===== src/rtl/inst_encoder.sv =====
// RV32I instruction encoder: field-level requests in, assembled 32-bit words out (valid/ready).
// Define ENCODER_LI_EXPAND_EN to expand the LI pseudo (fmt 6) into ADDI or LUI+ADDI.
module inst_encoder #(
  parameter int unsigned ERR_CNT_W = 8
) (
  input  logic                 i_clk,
  input  logic                 i_rst_n,
  input  logic                 i_valid,
  output logic                 o_ready,
  input  logic [2:0]           i_fmt,
  input  logic [6:0]           i_opcode,
  input  logic [2:0]           i_f3,
  input  logic [6:0]           i_f7,
  input  logic [4:0]           i_rd,
  input  logic [4:0]           i_rs1,
  input  logic [4:0]           i_rs2,
  input  logic [31:0]          i_imm,
  output logic                 o_valid,
  input  logic                 i_ready,
  output logic [31:0]          o_inst,
  output logic                 o_err,
  output logic                 o_last,
  output logic [ERR_CNT_W-1:0] o_err_cnt
);

  localparam logic [2:0] FmtR   = 3'd0;
  localparam logic [2:0] FmtI   = 3'd1;
  localparam logic [2:0] FmtS   = 3'd2;
  localparam logic [2:0] FmtB   = 3'd3;
  localparam logic [2:0] FmtU   = 3'd4;
  localparam logic [2:0] FmtJ   = 3'd5;
  localparam logic [2:0] FmtLi  = 3'd6;
  localparam logic [2:0] FmtRsv = 3'd7;

`ifdef ENCODER_LI_EXPAND_EN
  localparam logic [6:0] OpLui  = 7'h37;
  localparam logic [6:0] OpImm  = 7'h13;
  localparam logic [0:0] StIdle = 1'b0;
  localparam logic [0:0] StLiLo = 1'b1;
`endif

  // Signed range checks: upper bits must be a pure sign extension.
  logic imm_fits12;
  logic imm_fits13;
  logic imm_fits21;

  assign imm_fits12 = (&i_imm[31:11]) | ~(|i_imm[31:11]);
  assign imm_fits13 = (&i_imm[31:12]) | ~(|i_imm[31:12]);
  assign imm_fits21 = (&i_imm[31:20]) | ~(|i_imm[31:20]);

  logic [31:0] word_r;
  logic [31:0] word_i;
  logic [31:0] word_s;
  logic [31:0] word_b;
  logic [31:0] word_u;
  logic [31:0] word_j;

  assign word_r = {i_f7, i_rs2, i_rs1, i_f3, i_rd, i_opcode};
  assign word_i = {i_imm[11:0], i_rs1, i_f3, i_rd, i_opcode};
  assign word_s = {i_imm[11:5], i_rs2, i_rs1, i_f3, i_imm[4:0], i_opcode};
  assign word_b = {i_imm[12], i_imm[10:5], i_rs2, i_rs1, i_f3, i_imm[4:1], i_imm[11],
                   i_opcode};
  assign word_u = {i_imm[31:12], i_rd, i_opcode};
  assign word_j = {i_imm[20], i_imm[10:1], i_imm[11], i_imm[19:12], i_rd, i_opcode};

`ifdef ENCODER_LI_EXPAND_EN
  // Rounding the upper part compensates for the sign-extended ADDI low part.
  logic [31:0] li_round;
  logic [31:0] li_lui_word;
  logic [31:0] li_addi_x0_word;
  logic [31:0] li_addi_rd_word;

  assign li_round        = i_imm + 32'h0000_0800;
  assign li_lui_word     = {li_round[31:12], i_rd, OpLui};
  assign li_addi_x0_word = {i_imm[11:0], 5'd0, 3'd0, i_rd, OpImm};
  assign li_addi_rd_word = {i_imm[11:0], i_rd, 3'd0, i_rd, OpImm};
`endif

  logic [31:0] enc_inst;
  logic        enc_err;
  logic        enc_last;

  always_comb begin
    enc_inst = 32'h0;
    enc_err  = 1'b0;
    enc_last = 1'b1;
    unique case (i_fmt)
      FmtR: enc_inst = word_r;
      FmtI: begin
        enc_inst = word_i;
        enc_err  = ~imm_fits12;
      end
      FmtS: begin
        enc_inst = word_s;
        enc_err  = ~imm_fits12;
      end
      FmtB: begin
        enc_inst = word_b;
        enc_err  = ~imm_fits13 | i_imm[0];
      end
      FmtU: begin
        enc_inst = word_u;
        enc_err  = |i_imm[11:0];
      end
      FmtJ: begin
        enc_inst = word_j;
        enc_err  = ~imm_fits21 | i_imm[0];
      end
      FmtLi: begin
`ifdef ENCODER_LI_EXPAND_EN
        if (imm_fits12) begin
          enc_inst = li_addi_x0_word;
        end else begin
          enc_inst = li_lui_word;
          enc_last = 1'b0;
        end
`else
        enc_err = 1'b1;
`endif
      end
      FmtRsv: enc_err = 1'b1;
      default: enc_err = 1'b1;
    endcase
    if (enc_err) begin
      enc_inst = 32'h0;
      enc_last = 1'b1;
    end
  end

  logic                 valid_q, valid_d;
  logic [31:0]          inst_q, inst_d;
  logic                 err_q, err_d;
  logic                 last_q, last_d;
  logic [ERR_CNT_W-1:0] err_cnt_q, err_cnt_d;
  logic                 st_idle;
  logic                 accept;
  logic                 out_fire;

`ifdef ENCODER_LI_EXPAND_EN
  logic [0:0]  state_q, state_d;
  logic [31:0] lo_inst_q, lo_inst_d;

  assign st_idle = (state_q == StIdle);
`else
  assign st_idle = 1'b1;
`endif

  assign o_ready  = st_idle & (~valid_q | i_ready);
  assign accept   = i_valid & o_ready;
  assign out_fire = valid_q & i_ready;

  always_comb begin
    valid_d   = valid_q;
    inst_d    = inst_q;
    err_d     = err_q;
    last_d    = last_q;
    err_cnt_d = err_cnt_q;
`ifdef ENCODER_LI_EXPAND_EN
    state_d   = state_q;
    lo_inst_d = lo_inst_q;
`endif
    if (accept) begin
      valid_d = 1'b1;
      inst_d  = enc_inst;
      err_d   = enc_err;
      last_d  = enc_last;
      if (enc_err && !(&err_cnt_q)) begin
        err_cnt_d = err_cnt_q + {{(ERR_CNT_W-1){1'b0}}, 1'b1};
      end
`ifdef ENCODER_LI_EXPAND_EN
      if (!enc_last) begin
        state_d   = StLiLo;
        lo_inst_d = li_addi_rd_word;
      end
`endif
    end else if (out_fire) begin
`ifdef ENCODER_LI_EXPAND_EN
      if (state_q == StLiLo) begin
        inst_d  = lo_inst_q;
        err_d   = 1'b0;
        last_d  = 1'b1;
        state_d = StIdle;
      end else begin
        valid_d = 1'b0;
      end
`else
      valid_d = 1'b0;
`endif
    end
  end

  always_ff @(posedge i_clk or negedge i_rst_n) begin
    if (!i_rst_n) begin
      valid_q   <= 1'b0;
      inst_q    <= 32'h0;
      err_q     <= 1'b0;
      last_q    <= 1'b0;
      err_cnt_q <= '0;
    end else begin
      valid_q   <= valid_d;
      inst_q    <= inst_d;
      err_q     <= err_d;
      last_q    <= last_d;
      err_cnt_q <= err_cnt_d;
    end
  end

`ifdef ENCODER_LI_EXPAND_EN
  always_ff @(posedge i_clk or negedge i_rst_n) begin
    if (!i_rst_n) begin
      state_q   <= StIdle;
      lo_inst_q <= 32'h0;
    end else begin
      state_q   <= state_d;
      lo_inst_q <= lo_inst_d;
    end
  end
`endif

  assign o_valid   = valid_q;
  assign o_inst    = inst_q;
  assign o_err     = err_q;
  assign o_last    = last_q;
  assign o_err_cnt = err_cnt_q;

endmodule


===== config.mk =====
export PLATFORM = sky130hd
export DESIGN_NAME = inst_encoder
export DESIGN_NICKNAME = d
export VERILOG_FILES = /design/src/rtl/inst_encoder.sv
export SDC_FILE = /design/constraint.sdc
export NUM_CORES = 1
export LEC_CHECK = 0
export ABC_AREA = 0
export CAP_MARGIN = 15
export CORE_MARGIN = 8
export CORE_UTILIZATION = 45
export DETAILED_ROUTE_END_ITERATION = 8
export PLACE_DENSITY = 0.95
export SETUP_SLACK_MARGIN = 0.3
export SYNTH_ARGS = -nofsm -noshare
export SYNTH_HDL_FRONTEND = slang
export SYNTH_SLANG_ARGS = --single-unit

===== constraint.sdc =====
create_clock -name i_clk -period 2.3 [get_ports i_clk]
set_input_delay 0.23 -clock i_clk [delete_from_list [all_inputs] [get_ports i_clk]]
set_output_delay 0.23 -clock i_clk [all_outputs]
set_load 0.02 [all_outputs]

==> results.toml, run 1 <==
[outcome]
outcome = "complete, no violations"

[layout]
fin_util_pct = 74.7
instances_no_fill = 463
diodes = 0
synthToLayoutAreaGrowth_pct = 62.5
final_cell_area_sq_mm = 0.00407
layout.nets = 462
final_layout_size_suffix_gt1_share_pct = 17.9
regArea_sq_mm = 0.00108
nFillCells = 403
multi_input_area_sq_mm = 0.00142

[place]
placed_area_sq_mm = 0.00383
gp_congestion = 0.841
port_buffers = 114
dp_hpwl_um = 6480
dp_slack_ps = -113
dp.cells = 455

[clock_network]
cts_tree = "built"
clock-sinks = 43
clock_latency_ps = 290
cts_inserted_buffers = 5
cts_max_level = 2
cts_buffer_depth = 2
cts.reportedPaths.clkPinSlew_ps = 80
cts_root_buf = "clkbuf_8"
hold_buffers = 0
postCtsSetupBuffers = 0

[worst_setup_path]
crit_path_start_kind = "input pin"
critPathArrivalTime_ps = 2160
worstPathCellList = "clkdlybuf4s50_1, nor4_2, a31oi_1, o21ai_0, buf_4, o211ai_4, and3_4, mux2_4"
cp.required_ps = 2480
slowest_stage = "clkdlybuf4s50_1"
critical_path_class = "in2reg"
worst-path-max-fanout = 4
reg2reg_slack_ps = 570
critPathMaxStageDelay_ps = 480
crit_path_end_kind = "register"

[routing]
drt_iter0_markers = 108
route.met3.wl_um = 647
dr.max_layer_used = "met4"
drc = 0
drt-vias-per-instance = 5.59
wl_met1_um = 3400
ant_nets = 0
vias = 2588
dr_wl_met2_um = 4120
dr.pass1.iters = 4
wire_per_inst_um = 18.2
finalWirelength_um = 8440

[synthesis]
syn_area_per_cell_sq_um = 9.55
yosys.area.top_type_share_pct = 43.0
yosys.area.top_type = "dfrtp_1"
syn_nets = 334
synth.yosys.warnings = 0
syn_area_sq_mm = 0.00250
seq_area_frac_synth_pct = 43.0
ys_seq_elements = 43
synth_cell_types = 40
synth_area_leaders = "dfrtp_1 43%, nand2_1 8.1%, a22oi_1 6.6%"
netlist_instances = 262

[global_routing]
grt_pass1_vias = 2835
grt_max_degree = 44
antenna_found_initial = 0
grt_pass1_wl_um = 13800
grt_usage_pct = 20.3
overflow = 0

[sta]
period_needed_ps = 1980
rsz0062_at_grt = "no"
worst_pin_slew_ps = 942
finalCritPeriodShare_pct = 86.0
fmax_mhz = 506
setup_ws_ps = 322
setup_viol = 0
clock_skew_ps = 7.34
maxSlewViolCount = 0
slew_headroom_pct = 37.2
tns_ps = 0
hold_ws_ps = 81.8
timing.final.hold_violations = 0

[run]
maxCapViolCount = 0

[die]
die_h_um = 90.6
io_pins = 115
fp.dieArea_sq_mm = 0.00820
num_rows = 27
start_util_pct = 46.0
die_w_um = 90.6
core-area_sq_mm = 0.00544

[pwr]
p_leak_nw = 1.71
power_mw = 2.43
powerDensity_mw_per_mm2 = 597
vdd_ir_drop_max_mv = 0.435

[hold_path]
min_path_type = "in2async"
cells by family after synthesis:
family / Yosys count / share of synthesized area [%]
flops: 43 / 43.0
xor+xnor: 7 / 2.45
simple gates: 99 / 18.7
fa+ha+maj: 1 / 0.500
mux: 14 / 5.95
buf+inv: 20 / 4.20
compound gates: 78 / 25.2
placed cells by master, fill, tap and decap left out, types with 3 or more instances in the layout:
cell / instances
nor4_2: 4
dfrtp_1: 43
dlymetal6s2s_1: 13
and2_1: 3
xnor2_1: 6
dlygate4sd2_1: 3
a21oi_1: 6
o31ai_2: 12
o31ai_4: 4
nand2_1: 52
buf_4: 25
mux2_2: 3
o31ai_1: 3
o21ai_1: 4
clkdlybuf4s50_1: 97
nand4_1: 10
nor2_1: 7
o22ai_1: 6
clkbuf_8: 7
nand2b_1: 4
a22oi_1: 22
nor2b_1: 3
nand3_1: 3
o21ai_0: 15
mux2i_1: 10
path summary, 6_finish.rpt:
kind,start,to,depth (start not counted)
max in group asynchronous,i_rst_n,o_inst[26],1
min in group i_clk,i_imm[13],o_inst[13],3
setup / recovery,i_imm[6],o_err_cnt[1],8
hold / removal,i_rst_n,o_valid,1
hold reg to reg,o_last,o_last,1
setup reg to reg,o_err_cnt[0],o_err_cnt[7],7
state kept, by name, summed over array words and instances (netlist names):
| name | count |
|---|---|
| o_inst | 32 |
| o_err_cnt | 8 |
| o_last | 1 |
| o_err | 1 |
| o_valid | 1 |
worst max-delay path, delay by kind of cell:
family	cells	cell delay [ps]
AO/OA/AOI/OAI	3	420
buffers and inverters	2	640
multiplexers	1	290
AND/OR/NAND/NOR	2	560
cells in the mapped netlist:
cell type and n:
a2111oi_0 1, a21o_1 1, a21oi_1 6, a21oi_2 1, a22oi_1 22, a311oi_1 1, a31oi_1 1, and2_1 3
and3_1 3, buf_1 1, buf_2 3, buf_6 2, buf_8 1, clkbuf_1 12, dfrtp_1 43, ha_1 1
inv_1 1, mux2_2 3, mux2_4 1, mux2i_1 10, nand2_1 54, nand2b_1 4, nand3_1 4, nand3b_1 1
nand4_1 10, nor2_1 7, nor2_2 1, nor2b_1 3, nor3_1 1, nor4_1 7, nor4_2 1, o211ai_2 1
o21ai_0 16, o21ai_1 3, o22ai_1 6, o31ai_1 3, o31ai_2 13, o31ai_4 3, xnor2_1 6, xor2_1 1
layout make-up:
class	count	share of cell area, %
clock buffers	7	2.37
clock inverters	1	0.185
multi-input cells	199	35.0
repair buffers	140	33.6
inverters	1	0.0923
flip-flops and latches	43	26.5
well taps	72	2.22
power by group:
part	internal (mW)	leakage, nW	switching [mW]	total [mW]
sequential	0.868	0.562	0.102	0.970
clock	0.273	0.0505	0.248	0.521
combinational	0.471	1.10	0.464	0.936
total	1.61	1.71	0.815	2.43
repair_timing:
item | in CTS | in global routing
pin swaps | 5 | 8
gates resized for setup | 12 | 21
endpoints found under the setup margin | 34 | 41
metal layers:
layer	vias to the layer above	track usage (%)
met5	-	0
met4	0	8.32
met3	31	5.24
li1	1223	-
met2	137	34.1
met1	1197	23.8
(Power assumes the default switching activity.)
==> inputs of run 2 (changes only) <==
Settings changed: CORE_UTILIZATION 45 to 53, CTS_CLUSTER_DIAMETER set to 40, DONT_BUFFER_PORTS set to 1, PLACE_DENSITY 0.95 to 0.8.
==> run 2 against run 1 <==
Effect of this change: non-clock buffer count is 134 lower; sequential power is 16% higher; fmax is 9.0% higher; sequential share of layout area is 14 points higher; final area is 35% lower; critical path depth is 1 lower; global-route usage is 2.1 points lower; setup slack better by 160 ps; largest power group unchanged; highest routed layer unchanged.
==> results.toml, run 2 (synthesis gave the netlist of run 1 again) <==
[outcome]
outcome = "complete, no violations"

[routing]
ant_nets = 0
drc = 0
vias = 1966
finalWirelength_um = 6640
wire_per_inst_um = 21.3
dr.pass1.iters = 4
drt_iter0_markers = 87
drt-vias-per-instance = 6.32

[global_routing]
overflow = 0
grt_max_degree = 44
grt_usage_pct = 18.2
antenna_found_initial = 0
grt_pass1_wl_um = 10400
grt_pass1_vias = 1940

[layout]
final_cell_mix = "53 x nand2_1, 43 x dfrtp_1, 22 x a22oi_1"
instances_no_fill = 311
multi_input_area_sq_mm = 0.00133
diodes = 0
synthToLayoutAreaGrowth_pct = 5.50
largest_register_ffs = 32
nFillCells = 418
final_layout_size_suffix_gt1_share_pct = 14.4
regArea_sq_mm = 0.00108
layout.nets = 328
layout_commonest_cell = "nand2_1"

[sta]
worst_pin_slew_ps = 670
tns_ps = 0
clock_skew_ps = 9.97
period_needed_ps = 1810
maxSlewViolCount = 0
rsz0062_at_grt = "no"
timing.final.hold_violations = 0
fmax_mhz = 551
finalCritPeriodShare_pct = 78.9
slew_headroom_pct = 55.2
setup_viol = 0

[worst_setup_path]
critPathArrivalTime_ps = 1980
crit_path_start_kind = "register"
critical_path_class = "reg2reg"
cp.required_ps = 2460
crit_path_end_kind = "register"
worst-path-max-fanout = 4

[die]
start_util_pct = 54.0
num_rows = 25
fp.dieArea_sq_mm = 0.00717
die_h_um = 84.7
io_pins = 115
core-area_sq_mm = 0.00463
die_w_um = 84.7

[pwr]
p_leak_nw = 1.05
vdd_ir_drop_max_mv = 0.314
powerDensity_mw_per_mm2 = 755

[place]
dp_hpwl_um = 5140
port_buffers = 0
dp.cells = 301
gp_congestion = 0.798

[clock_network]
cts_buffer_depth = 2
cts_tree = "built"
clock-sinks = 43
cts_max_level = 2
cts.reportedPaths.clkPinSlew_ps = 80
cts_root_buf = "clkbuf_8"
postCtsSetupBuffers = 0
clock_latency_ps = 290
hold_buffers = 2
cts_inserted_buffers = 5
post_cts_resized = 0

[hold_path]
min_path_type = "in2reg"

[run]
maxCapViolCount = 0
run 2: worst paths after layout:
kind / start / end / slack [ps] / cells after the start
max: o_err_cnt[0] / o_err_cnt[5] / 490 / 7
min: i_valid / o_valid / 50 / 1
max reg2reg: o_err_cnt[0] / o_err_cnt[5] / 490 / 7
min reg2reg: o_last / o_last / 630 / 1
max in group asynchronous: i_rst_n / o_err_cnt[7] / 1680 / 2
min in group asynchronous: i_rst_n / o_inst[4] / 420 / 2
run 2: area by class of cell:
class | instances | share of cell area, %
multi-input combinational | 199 | 50.5
sequential | 43 | 40.8
clock buffer | 8 | 3.79
tap | 54 | 2.56
timing repair buffer | 6 | 2.28
inverter | 1 | 0.142
run 2: stage by stage:
stage                     hold slack, ps  total power, mW  cell area [sq um]  util [%]  setup slack (ps)
after floorplan                    -65.6             1.41               2500         -               533
after global placement             -64.4             1.46               2510      54.2               355
after detailed placement           -64.4             1.48               2510      54.2               321
after CTS                           43.2             2.01               2640      57.0               487
after global routing                57.9             2.09               2640      57.0               349
final                               53.2             1.99               2640      57.0               486
run 2: worst max-delay path, cell delays in order (launching register included):
cell	delay [ps]
dfrtp_1	500
ha_1	280
and2_1	170
nand3_1	140
nand4_1	110
nor2_1	190
nand4_1	140
xnor2_1	150
run 2: routing by layer:
layer  vias to the layer above  part of all wire (%)  GRT usage (%)
li1                        954                     -              -
met2                       102                    45           27.3
met3                         6                    14           8.88
met4                         0                   1.1           5.99
met1                       904                    40           22.1
met5                         -                     0              0
run 2: report_power, final:
group	switching (mW)	internal, mW	total (mW)
registers	0.267	0.867	1.13
logic	0.183	0.160	0.343
clock network	0.243	0.274	0.517
